$ cat src/rtl/clk_div_pkg.sv
// Shared definitions for the multi-channel clock divider.
//   ch_state_e : per-channel FSM state (IDLE, LOW, HIGH)
//   MIN_RATIO  : smallest division ratio that starts a channel
package clk_div_pkg;

  typedef enum logic [1:0] {
    IDLE = 2'd0,
    LOW  = 2'd1,
    HIGH = 2'd2
  } ch_state_e;

  localparam int unsigned MIN_RATIO = 2;

endpackage

$ cat src/rtl/clk_div_ch.sv
// One divider channel: low for floor(R/2) cycles, then high for R - floor(R/2)
// cycles. The ratio is latched only at start, at period boundaries and on sync.
//   clk     : reference clock (rising edge)
//   rst_n   : asynchronous active-low reset
//   en      : run enable, sampled at start / period boundary / sync
//   ratio   : requested division ratio
//   sync    : phase-align pulse (restarts the period if runnable)
//   div_clk : divided clock, straight from a flop
//   tick    : one-cycle strobe in the first cycle of each period
//   active  : channel is in LOW or HIGH
module clk_div_ch
  import clk_div_pkg::*;
#(
  parameter int unsigned RATIO_WD = 8
) (
  input  logic                clk,
  input  logic                rst_n,
  input  logic                en,
  input  logic [RATIO_WD-1:0] ratio,
  input  logic                sync,
  output logic                div_clk,
  output logic                tick,
  output logic                active
);

  ch_state_e           state, state_nxt;
  logic [RATIO_WD-1:0] cnt, cnt_nxt;
  logic [RATIO_WD-1:0] rl, rl_nxt;
  logic                tick_nxt;
  logic                runnable;
  logic [RATIO_WD-1:0] half_lo, half_hi;
  logic [RATIO_WD-1:0] lo_last, hi_last;

  assign runnable = en && (ratio >= RATIO_WD'(MIN_RATIO));
  assign half_lo  = rl >> 1;
  assign half_hi  = rl - half_lo;
  // Terminal counts; rl >= 2 whenever these are consulted, so no underflow.
  assign lo_last  = half_lo - RATIO_WD'(1);
  assign hi_last  = half_hi - RATIO_WD'(1);

  always_comb begin
    state_nxt = state;
    cnt_nxt   = cnt;
    rl_nxt    = rl;
    tick_nxt  = 1'b0;

    if (sync) begin
      // Sync overrides whatever the phase is; at a boundary this is identical
      // to the normal reload.
      if (runnable) begin
        state_nxt = LOW;
        cnt_nxt   = '0;
        rl_nxt    = ratio;
        tick_nxt  = 1'b1;
      end else begin
        state_nxt = IDLE;
        cnt_nxt   = '0;
      end
    end else begin
      unique case (state)
        IDLE: begin
          cnt_nxt = '0;
          if (runnable) begin
            state_nxt = LOW;
            rl_nxt    = ratio;
            tick_nxt  = 1'b1;
          end
        end
        LOW: begin
          if (cnt == lo_last) begin
            state_nxt = HIGH;
            cnt_nxt   = '0;
          end else begin
            cnt_nxt = cnt + RATIO_WD'(1);
          end
        end
        HIGH: begin
          if (cnt == hi_last) begin
            cnt_nxt = '0;
            if (runnable) begin
              state_nxt = LOW;
              rl_nxt    = ratio;
              tick_nxt  = 1'b1;
            end else begin
              state_nxt = IDLE;
            end
          end else begin
            cnt_nxt = cnt + RATIO_WD'(1);
          end
        end
        default: begin
          state_nxt = IDLE;
          cnt_nxt   = '0;
        end
      endcase
    end
  end

  always_ff @(posedge clk or negedge rst_n) begin
    if (!rst_n) begin
      state   <= IDLE;
      cnt     <= '0;
      rl      <= '0;
      tick    <= 1'b0;
      div_clk <= 1'b0;
    end else begin
      state   <= state_nxt;
      cnt     <= cnt_nxt;
      rl      <= rl_nxt;
      tick    <= tick_nxt;
      div_clk <= (state_nxt == HIGH);
    end
  end

  assign active = (state != IDLE);

endmodule

$ cat src/rtl/clk_div_multi.sv
// Bank of NUM_CH independent clock dividers sharing one reference clock and
// one phase-align pulse.
//   i_ref_clk   : reference clock
//   i_rst       : asynchronous active-low reset
//   i_en        : per-channel run enable
//   i_div_ratio : per-channel ratio, channel c at [c*RATIO_WD +: RATIO_WD]
//   i_sync      : phase-align pulse to all channels
//   o_div_clk   : per-channel divided clock
//   o_tick      : per-channel period-start strobe
//   o_active    : per-channel running flag
module clk_div_multi
  import clk_div_pkg::*;
#(
  parameter int unsigned NUM_CH   = 4,
  parameter int unsigned RATIO_WD = 8
) (
  input  logic                         i_ref_clk,
  input  logic                         i_rst,
  input  logic [NUM_CH-1:0]            i_en,
  input  logic [NUM_CH*RATIO_WD-1:0]   i_div_ratio,
  input  logic                         i_sync,
  output logic [NUM_CH-1:0]            o_div_clk,
  output logic [NUM_CH-1:0]            o_tick,
  output logic [NUM_CH-1:0]            o_active
);

  for (genvar c = 0; c < NUM_CH; c++) begin : g_ch
    clk_div_ch #(
      .RATIO_WD (RATIO_WD)
    ) u_ch (
      .clk     (i_ref_clk),
      .rst_n   (i_rst),
      .en      (i_en[c]),
      .ratio   (i_div_ratio[c*RATIO_WD +: RATIO_WD]),
      .sync    (i_sync),
      .div_clk (o_div_clk[c]),
      .tick    (o_tick[c]),
      .active  (o_active[c])
    );
  end

endmodule

$ cat config.mk
export PLATFORM = sky130hd
export DESIGN_NAME = clk_div_multi
export DESIGN_NICKNAME = d
export VERILOG_FILES = /design/src/rtl/clk_div_pkg.sv /design/src/rtl/clk_div_ch.sv /design/src/rtl/clk_div_multi.sv
export SDC_FILE = /design/constraint.sdc
export NUM_CORES = 1
export LEC_CHECK = 0
export CAP_MARGIN = 10
export CORE_MARGIN = 4
export CORE_UTILIZATION = 40
export DETAILED_ROUTE_END_ITERATION = 8
export DONT_BUFFER_PORTS = 1
export SETUP_SLACK_MARGIN = 0.4
export SLEW_MARGIN = 40
export SYNTH_ARGS = -nofsm -noshare
export SYNTH_HDL_FRONTEND = slang
export SYNTH_SLANG_ARGS = --single-unit
$ cat constraint.sdc
create_clock -name i_ref_clk -period 4 [get_ports i_ref_clk]
set_input_delay 0.8 -clock i_ref_clk [delete_from_list [all_inputs] [get_ports i_ref_clk]]
set_output_delay 0.8 -clock i_ref_clk [all_outputs]
set_load 0.005 [all_outputs]
==> Yosys cells after proc, flatten, opt, wreduce, memory -nomap -nowiden <==
Cells that the tools add are included.
{ "word_totals": {"output_inout_bits": 12, "word_cells": 156, "in_bits": 39, "register_bits": 80} }
{ "op_classes": {"eq_ne": 24, "reduce_logical": 20, "order_cmp": 4, "addsub": 16, "n_mux": 72} }
{ "ops": {"columns": ["op", "count"], "rows": [
  ["8-bit two-way mux", 24],
  ["8-bit one-hot mux with 2 select lines", 8],
  ["8-bit == test", 8],
  ["8-bit by 1-bit adder with 8-bit output (second input constant)", 4],
  ["8-bit by 2-bit greater-or-equal comparator with 1-bit output (second input constant)", 4],
  ["2-bit two-way mux", 16],
  ["7-bit by 1-bit subtractor with 8-bit output (second input constant)", 4],
  ["8-bit by 1-bit subtractor with 8-bit output (second input constant)", 4],
  ["8-bit by 7-bit subtractor with 8-bit output", 4],
  ["2-bit one-hot mux with 3 select lines", 4],
  ["2-bit == test (second input constant)", 8],
  ["1-bit two-way mux", 16],
  ["3-bit by 2-bit != test with 1-bit output (second input constant)", 4],
  ["3-bit nonzero test", 4],
  ["2-bit by 1-bit == test with 1-bit output (second input constant)", 4],
  ["2-bit logical NOT", 4],
  ["1-bit one-hot mux with 2 select lines", 4],
  ["2-bit AND reduction", 4],
  ["2-bit nonzero test", 4],
  ["1-bit logical AND", 4]
]} }

==> Logic depth before layout (Yosys ltp) <==
Gate-level depths: netlist of run 1.
{ "depth": {"depth_word": 7, "ltp_mapped": 11, "mapped_depth_nobuf": 11} }

==> Hierarchy <==
Synthesis of run 1 repeated with hierarchy kept, for this count alone.
{ "unflattened": {"hier_cells": 717, "area_unflattened_um2": 6995.5} }
{ "modules_own_cells": {"columns": ["module", "instances", "cells_each", "area_each_um2", "seq_area_each_um2"], "rows": [
  ["clk_div_ch (g_ch[0].u_ch ...)", 3, 179, 1746.7, 500.5],
  ["clk_div_ch (g_ch[1].u_ch)", 1, 180, 1755.4, 500.5]
]} }

==> Least setup slack after synthesis of run 1 <==
OpenSTA, ideal clock, no wires.
{ "synth_timing": {"path_type": "reg-to-reg", "start": "reg g_ch[1].u_ch.rl[1]", "end": "reg g_ch[1].u_ch.rl[0]", "required_time_ps": 3875, "stages_incl_launch_ff": 11, "arrival_time_ps": 2790, "slack_ps": 1085, "path_buffers": 0, "cell_sequence": "dfrtp_1 > inv_1 > ha_1 > fa_1 > xnor2_1 > xnor2_1 > o2111ai_1 > nor4_4 > nand3_1 > a31oi_2 > mux2_2"} }
{ "synth_between": {"elab_chain_len": 5} }
{ "synth_rtl": {"columns": ["item", "line", "rtl"], "rows": [
  ["from (decl)", "clk_div_ch.sv:28", "logic [RATIO_WD-1:0] rl, rl_nxt;"],
  ["from (signal assigned)", "clk_div_ch.sv:109", "rl <= rl_nxt;"],
  ["8-bit by 7-bit subtractor with 8-bit output", "clk_div_ch.sv:36", "assign half_hi = rl - half_lo;"],
  ["8-bit by 1-bit subtractor with 8-bit output", "clk_div_ch.sv:39", "assign hi_last = half_hi - RATIO_WD'(1);"],
  ["8-bit == test", "clk_div_ch.sv:78", "if (cnt == hi_last) begin"],
  ["3-bit by 2-bit != test with 1-bit output (no line)", null, null],
  ["2-bit AND reduction (no line)", null, null]
]} }
Every way passes these cells.
A chain may end at the register's enable or synchronous reset.

==> Worst setup path after layout of run 1 <==
{ "layout_timing": {"start": "reg g_ch[1].u_ch.rl[1]", "end": "reg g_ch[1].u_ch.rl[6]"} }
The elaborated chain is that of the path after synthesis.

==> out/qor.yml, run 1 <==
setup_path:
  critical_path_class: "flop to flop"
  start_kind: "flop"
  worstPathArrival_ps: 3530
  endpoint_kind: "flop"
  crit_start: "g_ch[1].u_ch.rl[1]"
  worst_r2r_endpoint: "g_ch[1].u_ch.rl[6]"
  r2r-start: "g_ch[1].u_ch.rl[1]"
  reg2reg_depth: 10
  cp.required_ps: 4230
  r2r_slack_ps: 700
  path_max_fanout: 8
synth:
  async_reset_ff_share_pct: 100.0
  synth_fp_nets: 857
  synth.largest_area_cell: "dfrtp_1"
  syn_avg_cell_area_um2: 9.634
  synth.distinct_cells: 69
  ys.warnings.count: 0
  syn_inst: 722
  synthTopCellsByArea: "dfrtp_1 29%, ha_1 17%, xnor2_1 8.7%"
  synth_edf_count: 0
  synth.most_common_cell: "ha_1"
  yosysSeqAreaShare_pct: 28.78
  synth_area_um2: 6955
  netlist.area_leader.share_pct: 28.78
  synth_commonest_cells: "92 x ha_1, 80 x dfrtp_1, 69 x xnor2_1"
  ys.flop_type: "dfrtp_1"
  yosys_register_bits: 80
clocking:
  clkTransAtPathRegs_ps: 60
  htreeDepth: 3
  cts.path.max_buffers: 2
  cts_sinks: 80
  cts_root_buffer: "clkbuf_16"
  clk_latency_ps: 340
  cts_tree: "yes"
  hold_buffers: 0
  cts-buffers-inserted: 9
layout:
  num_antenna_cells: 0
  drive_gt1_share_pct: 10.20
  fin_nets: 846
  syn_to_final_growth_pct: 7.178
  fin_area_um2: 7455
sta:
  whs_ps: 148.4
  drv_slew: 0
  setup_viol: 0
  final-hold-violation-count: 0
  max_slew.worst_pin.slew_ps: 776.1
  period_share_pct: 82.47
  maxSlewHeadroom_pct: 47.80
  period_minus_slack_ps: 3299
  timing.fmax_ghz: 0.3032
  grt_setup_unrepaired: "false"
  skew_ps: 3.801
  totalNegativeSetupSlack_ps: 0
placement:
  gp_congestion: 0.8664
  dpl_cell_area_um2: 7109
  dp_hpwl_um: 11740
  place.port_buffers: 0
routing:
  avgRoutedWirePerCell_um: 15.85
  drc: 0
  finalWirelength_um: 14840
  ant_nets: 0
  route.vias.total: 4972
  routed_via_density: 5.312
  drt-initial-drc-count: 286
  firstDrtPassIters: 4
grt:
  grt_pass1_wl_um: 25190
  antenna_found_initial: 0
  grt_max_degree: 81
  grt_pass1_vias: 5130
  grt-ovfl-total: 0
  grt_usage_pct: 15.47
floorplan:
  coreArea_um2: 16820
  die_h_um: 139.9
  start_util_pct: 41.36
  die_w_um: 139.9
  dieArea_um2: 19560
  pin_count: 51
  rows: 47
pwr:
  p_leak_nw: 3.318
  ir_worst_vdd_uv: 217.4
  power_density_nw_per_um2: 444.7
worst_hold_path:
  hp-class: "primary input to async pin"
run_status:
  status: "finished, final reports clean"
run:
  maxCapViolations: 0
## layout by cell type (no fill, tap or decap), types with 4 or more instances in the layout
cell	netlist	final
nor3_1	15	15
xnor2_1	69	69
o31a_1	5	4
nor2b_1	10	10
a211oi_1	7	7
a221oi_1	4	4
fa_1	4	4
nand2_1	14	14
nand2b_1	16	16
a31oi_1	4	4
xor2_1	51	51
inv_1	68	68
o41a_1	6	6
dfrtp_1	80	80
nand3_1	33	33
nor4_1	6	6
and3_1	15	15
o21ai_0	14	14
a21oi_1	25	25
nor2_1	49	49
o221ai_1	4	4
clkbuf_16	0	9
a21boi_0	6	6
ha_1	92	92
mux2_2	32	32
## area by class of cell
class / instances / area, um^2
Multi-Input combinational cell: 549 / 4559
Inverter: 69 / 259.0
Timing Repair Buffer: 2 / 15.01
Tap cell: 220 / 275.3
Fill cell: 1644 / 9364
Clock inverter: 6 / 115.1
Sequential cell: 80 / 2002
Clock buffer: 10 / 229.0
## cells by family after synthesis
kind of cell               after synthesis  share of synthesized area, %
and+or+nand+nor                        187                         14.57
xor gates and xnor gates               120                         15.11
AOI/OAI and AO/OA                      114                         12.97
adders and majority gates               96                         17.70
buffers and inverters                   93                         5.684
DFF                                     80                         28.78
muxes                                   32                         5.181
## how the worst max path moves through the flow
stage / cells past startpoint / end / slack, ps
3_5_place_dp: 10 / g_ch[1].u_ch.rl[2] / 670
5_1_grt: 10 / g_ch[0].u_ch.cnt[3] / 450
3_3_place_gp: 10 / g_ch[1].u_ch.rl[1] / 790
4_1_cts: 10 / g_ch[1].u_ch.rl[6] / 670
2_1_floorplan: 10 / g_ch[1].u_ch.rl[0] / 1080
6_report: 10 / g_ch[1].u_ch.rl[6] / 700
## registers in the layout, summed over array words and instances (netlist names)
name / flops
g_ch.u_ch.div_clk: 4
g_ch.u_ch.cnt: 32
g_ch.u_ch.tick: 4
g_ch.u_ch.state: 8
g_ch.u_ch.rl: 32
## power breakdown
group	switching [mW]	internal [mW]
Clock	0.363	0.615
Sequential	0.0969	0.881
Combinational	0.735	0.624
## per-stage QoR
| stage | worst slack [ps] | power (mW) | util, % | cells |
|---|---|---|---|---|
| 2_1_floorplan | 1085 | 2.103 | - | 722 |
| 3_3_place_gp | 792.3 | 2.289 | 42.27 | 920 |
| 3_5_place_dp | 673.7 | 2.343 | 42.27 | 920 |
| 4_1_cts | 670.0 | 3.343 | 44.32 | 936 |
| 5_1_grt | 454.5 | 3.546 | 44.32 | 936 |
| 6_report | 701.3 | 3.315 | 44.32 | 936 |
## worst max-delay path, stage by stage (launching register included)
cell,delay [ps]
dfrtp_1,490
inv_1,110
ha_1,220
fa_1,410
xnor2_1,200
xnor2_1,140
o2111ai_1,190
nor4_4,310
nand3_1,160
a31oi_2,560
mux2_2,400
## per-layer routing
layer	GRT usage, %	share of wire (%)	vias to the layer above
li1	-	-	2463
met1	20.52	48	2428
met2	25.98	48	65
met3	2.916	3.3	16
met4	4.029	1.1	0
met5	0	0	-
## what timing repair did
item	in CTS	in global routing
endpoints found under the setup margin	0	7
setup buffers	0	0
gates resized for setup	0	1
Power figures use the tool's default switching activity.
==> run 2, diff against run 1 <==
clock period = 2.7 ns   (was 4 ns; I/O delays follow)
==> run 2 against run 1 <==
Compared with the run above: the run now ends with hold timing, setup timing left; clock skew is 7.7 ps higher; fmax is 22% higher; worst hold slack worse by 270 ps; count of clock-buffer cells in the layout is 1 higher; first-iteration DRC count is 8.0% lower; combinational power is 130% higher; non-clock buffer count is 74 higher.
==> out/qor.yml, run 2 (synthesized netlist as in run 1, its figures left out) <==
sta:
  setup_ws_ps: -3.856
  maxSlewHeadroom_pct: 51.44
  period_minus_slack_ps: 2704
  max_slew.worst_pin.slew_ps: 718.9
  grt_setup_unrepaired: "true"
  timing.fmax_ghz: 0.3698
  period_share_pct: 100.1
  setup_viol: 2
  whs_ps: -118.8
  drv_slew: 0
  skew_ps: 11.51
  final-hold-violation-count: 80
pwr:
  ir_worst_vdd_uv: 360.3
  p_leak_nw: 3.955
  power.total_mw: 5.881
  power_density_nw_per_um2: 644.4
setup_path:
  cp.required_ps: 2930
  worst_r2r_endpoint: "g_ch[1].u_ch.rl[1]"
  start_kind: "flop"
  critical_path_class: "flop to flop"
  worstPathArrival_ps: 2940
  r2r-start: "g_ch[1].u_ch.rl[3]"
  endpoint_kind: "flop"
  r2r_slack_ps: -4
  reg2reg_depth: 11
  path_max_fanout: 5
layout:
  num_antenna_cells: 0
  syn_to_final_growth_pct: 31.21
  multi_input_area_um2: 5585
  regArea_um2: 2008
  final_cell_mix: "75 x dfrtp_1, 69 x ha_1, 62 x xnor2_1"
  finish.utilization_pct: 54.26
  instances_no_fill: 1010
  fin_nets: 920
  final_common_cell: "dfrtp_1"
  top_regs: "g_ch.u_ch.cnt x32, g_ch.u_ch.rl x32, g_ch.u_ch.state x8"
  drive_gt1_share_pct: 37.09
  fillCellCount: 1490
grt:
  grt_max_degree: 81
  grt_pass1_vias: 5660
  grt_pass1_wl_um: 28460
  grt_usage_pct: 17.78
  grt-ovfl-total: 0
  antenna_found_initial: 0
run_status:
  violations: "hold timing, setup timing"
  status: "complete, but fails checks"
clocking:
  cts_root_buffer: "clkbuf_16"
  cts_sinks: 80
  cts.path.max_buffers: 2
  clk_latency_ps: 350
  htreeDepth: 3
  cts_tree: "yes"
  clkTransAtPathRegs_ps: 70
  cts-buffers-inserted: 9
floorplan:
  die_h_um: 139.9
  start_util_pct: 41.36
  coreArea_um2: 16820
  die_w_um: 139.9
  rows: 47
  pin_count: 51
  dieArea_um2: 19560
run:
  maxCapViolations: 0
placement:
  gp_congestion: 0.8579
  dp_hpwl_um: 12580
  place.port_buffers: 0
  dp.cells: 960
routing:
  drt-initial-drc-count: 263
  route.vias.total: 5390
  m1WireLength_um: 7568
  met2WireLength_um: 8895
  maxUsedRoutingLayer: "met4"
  ant_nets: 0
  dr_wl_met3_um: 549
  avgRoutedWirePerCell_um: 17.20
  firstDrtPassIters: 4
  routed_via_density: 5.337
  drc: 0
  finalWirelength_um: 17380
worst_hold_path:
  hp-class: "primary input to async pin"
==> run 2: area by class of cell <==
| class | count | area share (%) |
|---|---|---|
| clock buffers | 11 | 2.769 |
| clock inverters | 5 | 0.6032 |
| inverters | 69 | 3.085 |
| multi-input cells | 549 | 61.20 |
| flip-flops and latches | 80 | 22.00 |
| well taps | 220 | 3.016 |
| repair buffers | 76 | 7.321 |
==> run 2: where the power goes <==
group | leakage [nW] | internal (mW) | switching, mW
Sequential | 1.02 | 1.31 | 0.119
Clock | 0.148 | 0.764 | 0.536
Combinational | 2.79 | 1.57 | 1.58
==> run 2: worst max-delay path by stage <==
stage / depth (start not counted) / to / startpoint / slack (ps)
after detailed placement: 10 / g_ch[0].u_ch.div_clk / g_ch[0].u_ch.rl[3] / -40
after CTS: 11 / g_ch[1].u_ch.rl[0] / g_ch[1].u_ch.rl[1] / 20
after floorplan: 10 / g_ch[1].u_ch.rl[0] / g_ch[1].u_ch.rl[1] / 10
after global routing: 10 / g_ch[0].u_ch.div_clk / g_ch[0].u_ch.rl[4] / -110
final: 11 / g_ch[1].u_ch.rl[1] / g_ch[1].u_ch.rl[3] / -4
after global placement: 10 / g_ch[1].u_ch.rl[6] / g_ch[1].u_ch.rl[2] / 10
==> run 2: per-stage QoR <==
stage	cell area, um^2	setup slack, ps	TNS (ps)
final	9126	-3.856	-6.396
after global routing	9126	-109.5	-2491
after global placement	7849	13.13	0
after floorplan	7363	11.66	0
after CTS	8786	20.45	0
after detailed placement	7849	-40.68	-323.0
==> run 2: metal layers <==
metal	GRT usage, %	vias up
met5	0	-
met4	5.354	0
met3	3.636	29
met2	31.60	82
met1	21.64	2669
li1	-	2610
==> run 2: worst max-delay path: stages, from the launching register on <==
cell      delay, ps
dfrtp_1         390
inv_2           120
buf_4           150
ha_1            220
nor2_1           80
a211oi_1        360
nor4_2          120
nor4_4          330
nand3_2         150
a31oi_4         210
buf_12          150
mux2_4          300
==> run 2: what timing repair did <==
| action | 4_1_cts | 5_1_grt |
|---|---|---|
| setup endpoints to repair | 79 | 80 |
| endpoints found under the hold margin | 80 | 80 |
| cloned | 0 | 0 |
| pin swaps | 20 | 13 |
| buffers inserted | 27 | 7 |
| gates resized for setup | 83 | 68 |
==> run 3, diff against run 2 <==
CORE_MARGIN = 1.5   (was 4)
TNS_END_PERCENT = 1   (was default)
==> run 3 against run 2 <==
Compared with the run above: the run still ends with hold timing, setup timing left; die area decreased by 7.0%; sequential share of layout area increased by 1.5 points; critical path depth decreased by 1; non-clock buffer count increased by 7; sequential cell count unchanged; design area decreased by 6.5%; fmax decreased by 2.5%; worst hold slack improved by 8.4 ps; clock power increased by 9%; via count unchanged.
==> out/qor.yml, run 3 (synthesized netlist as in run 1, its figures left out) <==
sta:
  setup_ws_ps: -73.45
  final-hold-violation-count: 80
  max_slew.worst_pin.slew_ps: 670.3
  maxSlewHeadroom_pct: 54.91
  whs_ps: -110.3
  period_minus_slack_ps: 2773
  drv_slew: 0
  skew_ps: 4.649
  totalNegativeSetupSlack_ps: -394.7
  period_share_pct: 102.7
  setup_viol: 10
  timing.fmax_ghz: 0.3606
  grt_setup_unrepaired: "true"
grt:
  grt-ovfl-total: 0
  antenna_found_initial: 0
  grt_usage_pct: 19.04
  grt_pass1_vias: 5761
  grt_pass1_wl_um: 27700
  grt_max_degree: 81
setup_path:
  cp_cell_sequence: "inv_2 -> ha_1 -> nand2b_1 -> a211oi_1 -> nor4_1 -> nor4_4 -> nand3_2 -> a31oi_4 -> buf_12 -> mux2_2"
  start_kind: "flop"
  critical_path_class: "flop to flop"
  r2r_slack_ps: -70
  path_max_fanout: 8
  worstPathArrival_ps: 3000
  crit_cells: 10
  reg2reg_depth: 10
  cp_top_family: "simple AND/OR/NAND/NOR gates"
  path_buf_inv: 2
  endpoint_kind: "flop"
  crit_slowest_cell: "dfrtp_1"
  cp.required_ps: 2930
  cpPeakStageDelay_ps: 400
clocking:
  cts-buffers-inserted: 9
  clk_latency_ps: 340
  cts_sinks: 80
  htreeDepth: 3
  cts.path.max_buffers: 2
  cts_tree: "yes"
  cts_root_buffer: "clkbuf_16"
  clkTransAtPathRegs_ps: 60
run_status:
  status: "complete, but fails checks"
  violations: "hold timing, setup timing"
placement:
  dp_hpwl_um: 12390
  place.port_buffers: 0
  gp_congestion: 0.8822
  dp.cells: 1005
  dpl_cell_area_um2: 7786
pwr:
  p_leak_nw: 3.783
  ir_worst_vdd_uv: 394.1
  power_density_nw_per_um2: 662.9
  power.total_mw: 5.658
layout:
  num_antenna_cells: 0
  drive_gt1_share_pct: 26.76
  top_regs: "g_ch.u_ch.cnt x32, g_ch.u_ch.rl x32, g_ch.u_ch.state x8"
  syn_to_final_growth_pct: 22.72
  fin_nets: 927
  fin_area_um2: 8536
  instances_no_fill: 1021
  final_common_cell: "ha_1"
  fillCellCount: 1565
  final_cell_mix: "83 x ha_1, 79 x dfrtp_1, 78 x buf_4"
floorplan:
  start_util_pct: 40.64
  pin_count: 51
  dieArea_um2: 18190
  coreArea_um2: 17120
  die_w_um: 134.9
  die_h_um: 134.9
  rows: 48
routing:
  drt-initial-drc-count: 211
  avgRoutedWirePerCell_um: 16.15
  ant_nets: 0
  finalWirelength_um: 16490
  firstDrtPassIters: 4
  routed_via_density: 5.279
  route.vias.total: 5390
  drc: 0
worst_hold_path:
  hp-class: "primary input to async pin"
run:
  maxCapViolations: 0
run 3: cell types whose count changed in the layout (fill, tap and decap cells not counted), moves of 12 or more:
cell,delta
ha_4,-12
ha_1,+14
buf_4,+21
nor2_1,+20
nor2_2,-17
inv_1,+12
mux2_2,+26
buf_6,-14
mux2_4,-26
run 3: worst register-to-register path: cells and delay by family, from the launching register on:
kind / cells / cell delay (ps)
and+or+nand+nor: 4 / 820
AOI/OAI and AO/OA: 2 / 490
DFF: 1 / 400
adders and majority gates: 1 / 360
muxes: 1 / 340
buffers and inverters: 2 / 250
run 3: repair_timing:
item,in CTS,in global routing
endpoints found under the setup margin,80,80
endpoints found under the hold margin,80,80
resized for setup,58,21
buffers inserted,0,1
pin swaps,28,17
run 3: cell type report:
class | count | area [um^2] | area share [%]
well taps | 225 | 281.5 | 3.298
inverters | 69 | 264.0 | 3.093
flip-flops and latches | 80 | 2003 | 23.47
repair buffers | 83 | 668.1 | 7.828
multi-input cells | 549 | 4982 | 58.37
clock buffers | 12 | 246.5 | 2.888
clock inverters | 3 | 90.09 | 1.055
run 3: routing by layer:
metal  global-route usage, %  vias up  part of all wire [%]  wire, um
met1                   23.51     2657                    44      7331
met3                   3.641       21                   3.0       494
met4                   5.675        0                   1.7       280
met5                       0        -                     0         0
met2                   33.65       91                    51      8386
li1                        -     2621                     -         -
run 3: final timing paths:
path	start	end
setup reg to reg	g_ch[1].u_ch.rl[2]	g_ch[1].u_ch.rl[2]
hold / removal	i_rst	g_ch[1].u_ch.rl[1]
max in group asynchronous	i_rst	g_ch[0].u_ch.rl[5]
hold reg to reg	g_ch[0].u_ch.rl[0]	g_ch[0].u_ch.rl[0]
setup / recovery	g_ch[1].u_ch.rl[2]	g_ch[1].u_ch.rl[2]
min in group i_ref_clk	i_sync	g_ch[1].u_ch.state[0]
run 3: power breakdown:
| part | internal, mW | switching [mW] |
|---|---|---|
| combinational | 1.39 | 1.45 |
| clock | 0.925 | 0.497 |
| sequential | 1.31 | 0.0941 |
| total | 3.62 | 2.04 |
run 3: stage by stage:
step                      util (%)  setup WS [ps]
after global routing         49.87         -203.1
after floorplan                  -         -30.56
after CTS                    49.04         -70.82
after detailed placement     45.49         -180.4
after global placement       45.49         -112.4
final                        49.87         -73.45
